<file path="src/rtl/params_pkg.sv">
// Shared widths, FSM state type and AXI encodings for the MM2S read path.
package params_pkg;
  localparam int ADDR_WIDTH = 32;
  localparam int DATA_WIDTH = 32;

  typedef enum logic [1:0] {
    IDLE = 2'd0,
    ADDR = 2'd1,
    DATA = 2'd2,
    DONE = 2'd3
  } state_t;

  localparam logic [1:0] BURST_INCR    = 2'b01;
  localparam logic [2:0] SIZE_4B       = 3'b010;
  localparam logic [1:0] RESP_OKAY     = 2'b00;
  localparam logic [3:0] CACHE_DEFAULT = 4'b0011;
  localparam logic [2:0] PROT_DEFAULT  = 3'b000;

  // Byte enables for the final beat, from the low two bits of the byte length.
  function automatic logic [3:0] keep_for_tail(input logic [1:0] tail);
    case (tail)
      2'd1:    keep_for_tail = 4'h1;
      2'd2:    keep_for_tail = 4'h3;
      2'd3:    keep_for_tail = 4'h7;
      default: keep_for_tail = 4'hF;
    endcase
  endfunction
endpackage

</file>
<file path="src/rtl/mm2s_burst_calc.sv">
// Beats for the next AR burst: min of MAX_BURST, remaining beats and the
// beats left before the next 4 KB page boundary.
module mm2s_burst_calc #(
  parameter int LEN_WIDTH = 23,
  parameter int MAX_BURST = 16
) (
  input  logic [9:0]           page_word,
  input  logic [LEN_WIDTH-1:0] remaining,
  output logic [8:0]           beats
);
  localparam int CW = (LEN_WIDTH > 11) ? LEN_WIDTH : 11;

  logic [10:0]   page_left;
  logic [CW-1:0] page_beats;
  logic [CW-1:0] rem_beats;
  logic [CW-1:0] max_beats;
  logic [CW-1:0] min_rm;

  always_comb begin
    // page_word is addr[11:2], so this is (4096 - addr[11:0]) / 4, range 1..1024
    page_left  = 11'h400 - {1'b0, page_word};
    page_beats = CW'(page_left);
    rem_beats  = CW'(remaining);
    max_beats  = CW'(MAX_BURST);
    min_rm     = (rem_beats < max_beats) ? rem_beats : max_beats;
    beats      = 9'((page_beats < min_rm) ? page_beats : min_rm);
  end
endmodule

</file>
<file path="src/rtl/mm2s_read_master.sv">
// AXI4 memory-mapped to AXI4-Stream read master: splits a byte-length command
// into 4 KB-safe INCR bursts, one outstanding, through a one-entry output stage.
module mm2s_read_master
  import params_pkg::*;
#(
  parameter int ADDR_WIDTH = params_pkg::ADDR_WIDTH,
  parameter int DATA_WIDTH = params_pkg::DATA_WIDTH,
  parameter int MAX_BURST  = 16,
  parameter int LEN_WIDTH  = 23
) (
  input  logic                  axi_aclk,
  input  logic                  axi_reset,
  input  logic                  cmd_valid,
  output logic                  cmd_ready,
  input  logic [ADDR_WIDTH-1:0] cmd_addr,
  input  logic [LEN_WIDTH-1:0]  cmd_len,
  output logic [ADDR_WIDTH-1:0] m_axi_mm2s_araddr,
  output logic [7:0]            m_axi_mm2s_arlen,
  output logic [2:0]            m_axi_mm2s_arsize,
  output logic [1:0]            m_axi_mm2s_arburst,
  output logic [2:0]            m_axi_mm2s_arprot,
  output logic [3:0]            m_axi_mm2s_arcache,
  output logic                  m_axi_mm2s_arvalid,
  input  logic                  m_axi_mm2s_arready,
  input  logic [DATA_WIDTH-1:0] m_axi_mm2s_rdata,
  input  logic [1:0]            m_axi_mm2s_rresp,
  input  logic                  m_axi_mm2s_rlast,
  input  logic                  m_axi_mm2s_rvalid,
  output logic                  m_axi_mm2s_rready,
  output logic [DATA_WIDTH-1:0] m_axis_mm2s_tdata,
  output logic [3:0]            m_axis_mm2s_tkeep,
  output logic                  m_axis_mm2s_tlast,
  output logic                  m_axis_mm2s_tvalid,
  input  logic                  m_axis_mm2s_tready,
  output logic                  done,
  output logic                  err,
  output logic                  busy
);
  // Handshakes: a transfer happens on a rising edge where valid and ready are
  // both 1; a source holds its payload stable while valid=1 and ready=0.

  state_t                state_q, state_d;
  logic [ADDR_WIDTH-1:0] addr_q;
  logic [LEN_WIDTH-1:0]  remaining_q;
  logic [8:0]            burst_left_q;
  logic [8:0]            cur_burst_q;
  logic [1:0]            tail_q;
  logic                  err_sticky_q;
  logic [8:0]            calc_beats;
  logic [LEN_WIDTH-1:0]  total_beats;
  logic                  out_free;
  logic                  r_fire;
  logic                  last_of_burst;

  mm2s_burst_calc #(
    .LEN_WIDTH (LEN_WIDTH),
    .MAX_BURST (MAX_BURST)
  ) u_burst_calc (
    .page_word (addr_q[11:2]),
    .remaining (remaining_q),
    .beats     (calc_beats)
  );

  assign total_beats   = LEN_WIDTH'(cmd_len[LEN_WIDTH-1:2]) + LEN_WIDTH'(|cmd_len[1:0]);
  assign out_free      = !m_axis_mm2s_tvalid || m_axis_mm2s_tready;
  assign r_fire        = (state_q == DATA) && out_free && m_axi_mm2s_rvalid;
  assign last_of_burst = (burst_left_q == 9'd1);

  assign m_axi_mm2s_rready  = (state_q == DATA) && out_free;
  assign m_axi_mm2s_araddr  = addr_q;
  assign m_axi_mm2s_arlen   = 8'(calc_beats - 9'd1);
  assign m_axi_mm2s_arsize  = SIZE_4B;
  assign m_axi_mm2s_arburst = BURST_INCR;
  assign m_axi_mm2s_arprot  = PROT_DEFAULT;
  assign m_axi_mm2s_arcache = CACHE_DEFAULT;
  assign busy               = (state_q != IDLE);

  always_ff @(posedge axi_aclk or posedge axi_reset) begin
    if (axi_reset) state_q <= IDLE;
    else           state_q <= state_d;
  end

  always_comb begin
    state_d            = state_q;
    cmd_ready          = 1'b0;
    m_axi_mm2s_arvalid = 1'b0;
    case (state_q)
      IDLE: begin
        cmd_ready = 1'b1;
        if (cmd_valid) state_d = (cmd_len == '0) ? DONE : ADDR;
      end
      ADDR: begin
        m_axi_mm2s_arvalid = 1'b1;
        if (m_axi_mm2s_arready) state_d = DATA;
      end
      DATA: begin
        if (r_fire && last_of_burst)
          state_d = (remaining_q == LEN_WIDTH'(1)) ? DONE : ADDR;
      end
      DONE: begin
        if (!m_axis_mm2s_tvalid) state_d = IDLE;
      end
      default: state_d = IDLE;
    endcase
  end

  always_ff @(posedge axi_aclk or posedge axi_reset) begin
    if (axi_reset) begin
      addr_q             <= '0;
      remaining_q        <= '0;
      burst_left_q       <= '0;
      cur_burst_q        <= '0;
      tail_q             <= '0;
      err_sticky_q       <= 1'b0;
      m_axis_mm2s_tdata  <= '0;
      m_axis_mm2s_tkeep  <= '0;
      m_axis_mm2s_tlast  <= 1'b0;
      m_axis_mm2s_tvalid <= 1'b0;
      done               <= 1'b0;
      err                <= 1'b0;
    end else begin
      done <= 1'b0;
      // A beat loaded below in the same cycle overrides this drain.
      if (m_axis_mm2s_tvalid && m_axis_mm2s_tready) m_axis_mm2s_tvalid <= 1'b0;
      case (state_q)
        IDLE: begin
          if (cmd_valid) begin
            err_sticky_q <= 1'b0;
            err          <= 1'b0;
            addr_q       <= cmd_addr;
            remaining_q  <= total_beats;
            tail_q       <= cmd_len[1:0];
          end
        end
        ADDR: begin
          if (m_axi_mm2s_arready) begin
            cur_burst_q  <= calc_beats;
            burst_left_q <= calc_beats;
          end
        end
        DATA: begin
          if (r_fire) begin
            m_axis_mm2s_tdata  <= m_axi_mm2s_rdata;
            m_axis_mm2s_tvalid <= 1'b1;
            m_axis_mm2s_tlast  <= (remaining_q == LEN_WIDTH'(1));
            m_axis_mm2s_tkeep  <= (remaining_q == LEN_WIDTH'(1)) ? keep_for_tail(tail_q) : 4'hF;
            remaining_q        <= remaining_q - LEN_WIDTH'(1);
            burst_left_q       <= burst_left_q - 9'd1;
            if ((m_axi_mm2s_rresp != RESP_OKAY) || (m_axi_mm2s_rlast != last_of_burst))
              err_sticky_q <= 1'b1;
            if (last_of_burst)
              addr_q <= addr_q + ADDR_WIDTH'({cur_burst_q, 2'b00});
          end
        end
        DONE: begin
          if (!m_axis_mm2s_tvalid) begin
            done <= 1'b1;
            err  <= err_sticky_q;
          end
        end
        default: ;
      endcase
    end
  end
endmodule

</file>
<file path="config.mk">
export PLATFORM = sky130hd
export DESIGN_NAME = mm2s_read_master
export DESIGN_NICKNAME = d
export VERILOG_FILES = /design/src/rtl/params_pkg.sv /design/src/rtl/mm2s_burst_calc.sv /design/src/rtl/mm2s_read_master.sv
export SDC_FILE = /design/constraint.sdc
export NUM_CORES = 1
export LEC_CHECK = 0
export ABC_AREA = 1
export BUFFER_PORTS_ARGS = -buffer_cell sky130_fd_sc_hd__buf_2
export CAP_MARGIN = 20
export CORE_ASPECT_RATIO = 0.75
export CORE_MARGIN = 5
export CORE_UTILIZATION = 59
export CTS_CLUSTER_DIAMETER = 150
export CTS_CLUSTER_SIZE = 14
export DETAILED_ROUTE_END_ITERATION = 8
export GPL_TIMING_DRIVEN = 0
export PLACE_DENSITY = 0.87
export SYNTH_ARGS = -nofsm -noshare
export SYNTH_HDL_FRONTEND = slang
export SYNTH_SLANG_ARGS = --single-unit
</file>
<file path="constraint.sdc">
create_clock -name axi_aclk -period 10.9 [get_ports axi_aclk]
set_clock_uncertainty 0.05 [all_clocks]
set_input_delay 3.27 -clock axi_aclk [delete_from_list [all_inputs] [get_ports axi_aclk]]
set_output_delay 3.27 -clock axi_aclk [all_outputs]
set_load 0.01 [all_outputs]
</file>
---- Word-level counts from Yosys, hierarchy flattened ----
Cells that the tools add are included.
storage, ports and cells
  bits in registers ....................... 118
  input bits .............................. 96
  output and inout bits ................... 96
  word-level logic and storage cells ...... 95
cells by class
  $add $sub $neg .......................... 6
  order comparisons ....................... 2
  eq/ne operators ......................... 16
  mux-type cells .......................... 34
  reductions and logical operators ........ 24
operator list
  operator                                                               number
  32-bit 2-to-1 mux                                                      3
  23-bit 2-to-1 mux                                                      3
  32-bit case mux with 2 select lines                                    1
  23-bit case mux with 2 select lines                                    1
  32-bit by 11-bit adder with 32-bit output                              1
  9-bit 2-to-1 mux                                                       3
  23-bit by 1-bit == test with 1-bit output, second input constant       1
  23-bit zero test                                                       1
  11-bit by 23-bit < comparator with 1-bit output                        1
  23-bit by 5-bit < comparator with 1-bit output, second input constant  1
  23-bit by 1-bit subtractor with 23-bit output, second input constant   1
  21-bit by 1-bit adder with 22-bit output                               1
  9-bit case mux with 2 select lines                                     1
  2-bit 2-to-1 mux                                                       6
  4-bit case mux with 3 select lines                                     1
  4-bit AND reduction                                                    3
  1-bit 2-to-1 mux                                                       11
  11-bit by 10-bit subtractor with 11-bit output, first input constant   1
  2-bit inequality test, second input constant                           5
  2-bit nonzero test                                                     5
  9-bit by 1-bit == test with 1-bit output, second input constant        1
  3-bit AND reduction                                                    3
  9-bit by 1-bit subtractor with 9-bit output, second input constant     1
  2-bit == test, second input constant                                   4
  13 further kinds                                                       22

---- Depth between registers and ports, before layout ----
  depth in word-level cells ............... 7
  gate-level depth with buffers ........... 25
  mapped depth without buffers ............ 24

---- Modules after synthesis ----
A second synthesis with hierarchy kept.
second synthesis, totals
  cells, all modules ...................... 1323
  area total of the unflattened synthesis .. 8584.5 µm²
by module, submodules not included
  module            times used  cells an instance  area an instance (µm²)  sequential area each (µm²)
  mm2s_read_master  1           1215               7941.4                  2952.8
  mm2s_burst_calc   1           108                643.1                   0.0

---- Worst setup path after synthesis ----
No wires, ideal clock.
  kind .................................... input port to output port
  from .................................... input m_axis_mm2s_tready
  to ...................................... output m_axi_mm2s_rready
  arrival time ............................ 3.503 ns
  required time ........................... 7.580 ns
  path slack .............................. 4.077 ns
  cell stages on the path ................. 2
  buffers on the path ..................... 0
  cell sequence ........................... nor2_1 nor2_4
on the way
  word-level cells in the longest chain between the ends .. 2
RTL lines
  what                RTL line                RTL
  start: declaration  mm2s_read_master.sv:34  input logic m_axis_mm2s_tready,
  1-bit logical OR    mm2s_read_master.sv:65  assign out_free = !m_axis_mm2s_tvalid || m_axis_mm2s_tready;
  1-bit logical AND   mm2s_read_master.sv:69  assign m_axi_mm2s_rready = (state_q == DATA) && out_free;
  end: declaration    mm2s_read_master.sv:29  output logic m_axi_mm2s_rready,
Every way passes these cells.

---- Worst setup path after layout ----
  from .................................... register addr_q[2], in the netlist m_axi_mm2s_araddr[2]
  to ...................................... output m_axi_mm2s_arlen[6]
on the way
  word-level cells in the longest chain between the ends .. 4
RTL lines
  what                                              RTL line                 RTL
  start: declaration                                mm2s_read_master.sv:43   logic [ADDR_WIDTH-1:0] addr_q;
  start signal: assignment                          mm2s_read_master.sv:130  addr_q <= cmd_addr;
  start signal: assignment                          mm2s_read_master.sv:152  addr_q <= addr_q + ADDR_WIDTH'({cur_burst_q, 2'b00});
  11-bit by 10-bit subtractor with 11-bit output *  mm2s_burst_calc.sv:21    page_left = 11'h400 - {1'b0, page_word};
  11-bit by 23-bit < comparator with 1-bit output   mm2s_burst_calc.sv:26    beats = 9'((page_beats < min_rm) ? page_beats : min_rm);
  9-bit 2-to-1 mux *                                mm2s_burst_calc.sv:26
  8-bit by 1-bit subtractor with 8-bit output *     mm2s_read_master.sv:71   assign m_axi_mm2s_arlen = 8'(calc_beats - 9'd1);
  end: declaration                                  mm2s_read_master.sv:18   output logic [7:0] m_axi_mm2s_arlen,
Every way passes the cells marked *; elsewhere a longest branch is shown, timed or not.

==> impl_results.md <==
* Max_cap viols at 0
* GRT busiest layer: met2
* TritonCTS Buffers at 17
* Most used DFF post-synth: dfrtp_1
* Clock root buffer: clkbuf_16
* Post-synth cell types at 49
* Clk_lat worst skew at 0.43 ns
* Final period util at 72.9%
* Fmax at 126 MHz
* RR Endpoint: burst_left_q[0]
* Worst setup path start: m_axi_mm2s_araddr[2]
* Die area at 0.0162 mm2
* # IOs at 192
* Clk slew on worst S/H paths at 0.06 ns
* Post-synth ARST share at 100%
* Htree depth at 4
* Hold buffer count at CTS at 0
* Met1 Usage GRT at 46.4%
* CTS tree: built
* Critical path depth at 21
* Critical path class: reg -> out
* First DRT Iteration DRCs at 1042
* Mux cell area share after synthesis at 0%
* Final setup fails at 0
* Flops & latches, synth at 118
* Chip width at 145 um
* First-pass GRT wire length at 42900 um
* Reg2Reg Launch Point: m_axi_mm2s_araddr[2]
* Worst-margin pin slew at 0.851 ns
* Clock buffer depth at 2
* Number of global-route vias before repair at 8434
* Violated checks: DRC
* Largest family of logic cells by synthesized area: simple AND/OR/NAND/NOR gates
* Cell Pwr Density at 327 mW/mm2
* R2R Setup Slk at 7.10 ns
* Multi-input gate area at 0.00441 mm2
* Share of cells above drive strength 1 at 20.9%
* Synth Area in XOR/XNOR at 3.36%
* Startpoint Class: flip-flop
* WL per Instance at 17.3 um
* Post-CTS Setup Inserts at 0
* Total wire length at 26800 um
* WP buf/inv at 4
* Core Region at 0.0136 mm2
* R2R cell count at 15
* Synth Area in Compound Gates at 14.0%
* Post-Synth Simple-Gate Area at 31.8%
* Register area at 0.00295 mm2
* Post-synth EDFFs at 0
* Initial Utilization at 59.5%
* Status: complete, but fails checks
* Relative slew margins at 43.2%
* Register area share after synthesis at 36.6%
* Placed Cells incl. Taps at 1522
* Remaining global-route overflow at 0
* Area growth from synthesis to layout at 21.7%
* Placer Congestion at 1.00
* Post-synthesis instance area at 0.00808 mm2
* Final cell count without fillers at 1554
* Final Hold Viols at 0
* Nets at 1491
* Largest stage delay, worst path at 0.65 ns
* Slowest-stage cell, CP: a211oi_1
* First-pass DRT Iterations at 8
* Post-DP HPWL at 20200 um
* # fillers at 1115
* Antenna-violating nets left at 0
* Final core utilization at 72.4%
* Syn. warnings at 0
* Post-Synth Adder-Cell Area at 4.59%
* Setup crit end: m_axi_mm2s_arlen[6]
* Port Buf Inserts at 179
* HP Class: reg -> reg
* Critical path, cell by cell: nor3_1, inv_1, nor3_1, nand2_1, nor3_1, nand2_1, xor2_1, ha_1, nand2_1, nor2_1, a211oi_1, nand2_4, o21ai_2, inv_2, ha_1, nand2_1, inv_1, nand2_1, nand2_1, nand2_1, buf_2
* Max-slew violation count at 0
* Avg Cell Area, Syn at 7.02 um2
* Critical Path Fanout Max at 8
* Drt via density at 5.77
* Setup_tns at 0 ns
* Residual DRC at 1
* Worst EP required at 7.58 ns
* Hold slack at 0.422 ns
* Pleak at 5.08 nW
* GRT Overall Usage at 32.7%
* Cell family with most CP delay: simple AND/OR/NAND/NOR gates
* M3 GR Usage at 10.1%
* Std-Cell Rows at 37
* Synth Instances at 1151
* # clock sinks at 118
* Min Tclk post-route at 7.94 ns
* Most frequent CP cell: nand2_1
* Initial antenna violation count at 0
* Max VDD drop at 0.000240 V
* PostCTS Resize Cnt at 0
* # diodes at 0
* M2 GR Usage at 48.3%
* Critical path arrival at 4.62 ns
* CP Capture Type: output pin
* Via count at 8966
* Largest net degree at the start of global routing at 86
* RSZ-0062 raised after global routing: no
* Die span in y at 111 um
## per-layer routing
layer  wire length (um)  up-vias
met2              11600      541
met1              11500     4179
met5                  0        -
met4                723        0
li1                   -     4168
met3               3010       78
## how the worst min path moves through the flow
stage                                       to  cells after the start                 start  slack, ns
after floorplan                   err_sticky_q                      2          err_sticky_q       0.40
after global placement    m_axis_mm2s_tkeep[0]                      1  m_axis_mm2s_tkeep[0]       0.40
after detailed placement  m_axis_mm2s_tkeep[0]                      1  m_axis_mm2s_tkeep[0]       0.40
after CTS                 m_axis_mm2s_tkeep[0]                      1  m_axis_mm2s_tkeep[0]       0.43
after global routing      m_axis_mm2s_tkeep[0]                      1  m_axis_mm2s_tkeep[0]       0.45
final                     m_axis_mm2s_tdata[6]                      2  m_axis_mm2s_tdata[6]       0.42
## worst min-delay path, cell delays in order (launching register included)
cell and delay (ns):
dfrtp_1 0.34, nand2_1 0.05, nand2_1 0.05
## synth_stat cells, drive strengths merged (2+ instances only)
library cell	instances	area [um2]
a211oi	2	20.0
a21oi	49	245
a31oi	12	75.1
and3	3	18.8
buf	29	183
clkbuf	18	67.6
conb	2	7.51
dfrtp	118	2950
ha	28	350
inv	139	522
nand2	327	1260
nand3	57	290
nand3b	3	22.5
nand4	22	138
nor2	122	528
nor3	27	155
nor4	12	75.1
o211ai	15	113
o21ai	97	493
o221ai	5	43.8
o22ai	9	56.3
o31ai	3	22.5
or2	11	68.8
xnor2	6	52.6
xor2	25	219
## area by class of cell
cell class | count | share of cell area (%)
Buffer | 47 | 2.55
Clock buffer | 19 | 4.51
Clock inverter | 13 | 1.01
Inverter | 140 | 5.40
Multi-Input combinational cell | 862 | 44.9
Sequential cell | 118 | 30.1
Tap cell | 175 | 2.23
Timing Repair Buffer | 180 | 9.40
## cell usage in the layout, fill, tap and decap left out, types with 23 or more instances in the layout
master,count
nand2_1,316
buf_2,187
inv_1,128
dfrtp_1,118
nor2_1,108
o21ai_0,67
nand3_1,56
a21oi_1,49
o21ai_1,28
ha_1,28
xor2_1,25
nor3_1,23
## stage by stage
step | total power, mW | cell area, um2 | setup slack, ns
2_1_floorplan | 2.00 | 8140 | 4.08
3_3_place_gp | 2.57 | 9250 | 3.04
3_5_place_dp | 2.64 | 9280 | 3.63
4_1_cts | 3.18 | 9830 | 3.04
5_1_grt | 3.46 | 9830 | 2.54
6_report | 3.21 | 9830 | 2.96
## power breakdown
part	internal, mW	switching [mW]
combinational	0.611	1.23
clock	0.298	0.223
sequential	0.648	0.205
total	1.56	1.66
## cell families (layout without fill, tap and decap cells)
group,count (synthesis),in the layout
XOR/XNOR,31,31
flip-flops,118,118
adder cells (fa/ha/maj),29,29
AO/OA/AOI/OAI,199,199
AND/OR/NAND/NOR,585,585
other,2,18
buffers and inverters,187,399
## sequential cells by signal, summed over array words and instances, names as in the netlist
signal,cells
m_axi_mm2s_araddr,32
m_axis_mm2s_tdata,32
remaining_q,23
burst_left_q,9
cur_burst_q,9
m_axis_mm2s_tkeep,4
state_q,2
tail_q,2
done,1
err,1
err_sticky_q,1
m_axis_mm2s_tlast,1
m_axis_mm2s_tvalid,1
Note: power is estimated with default switching activity, not from simulation.
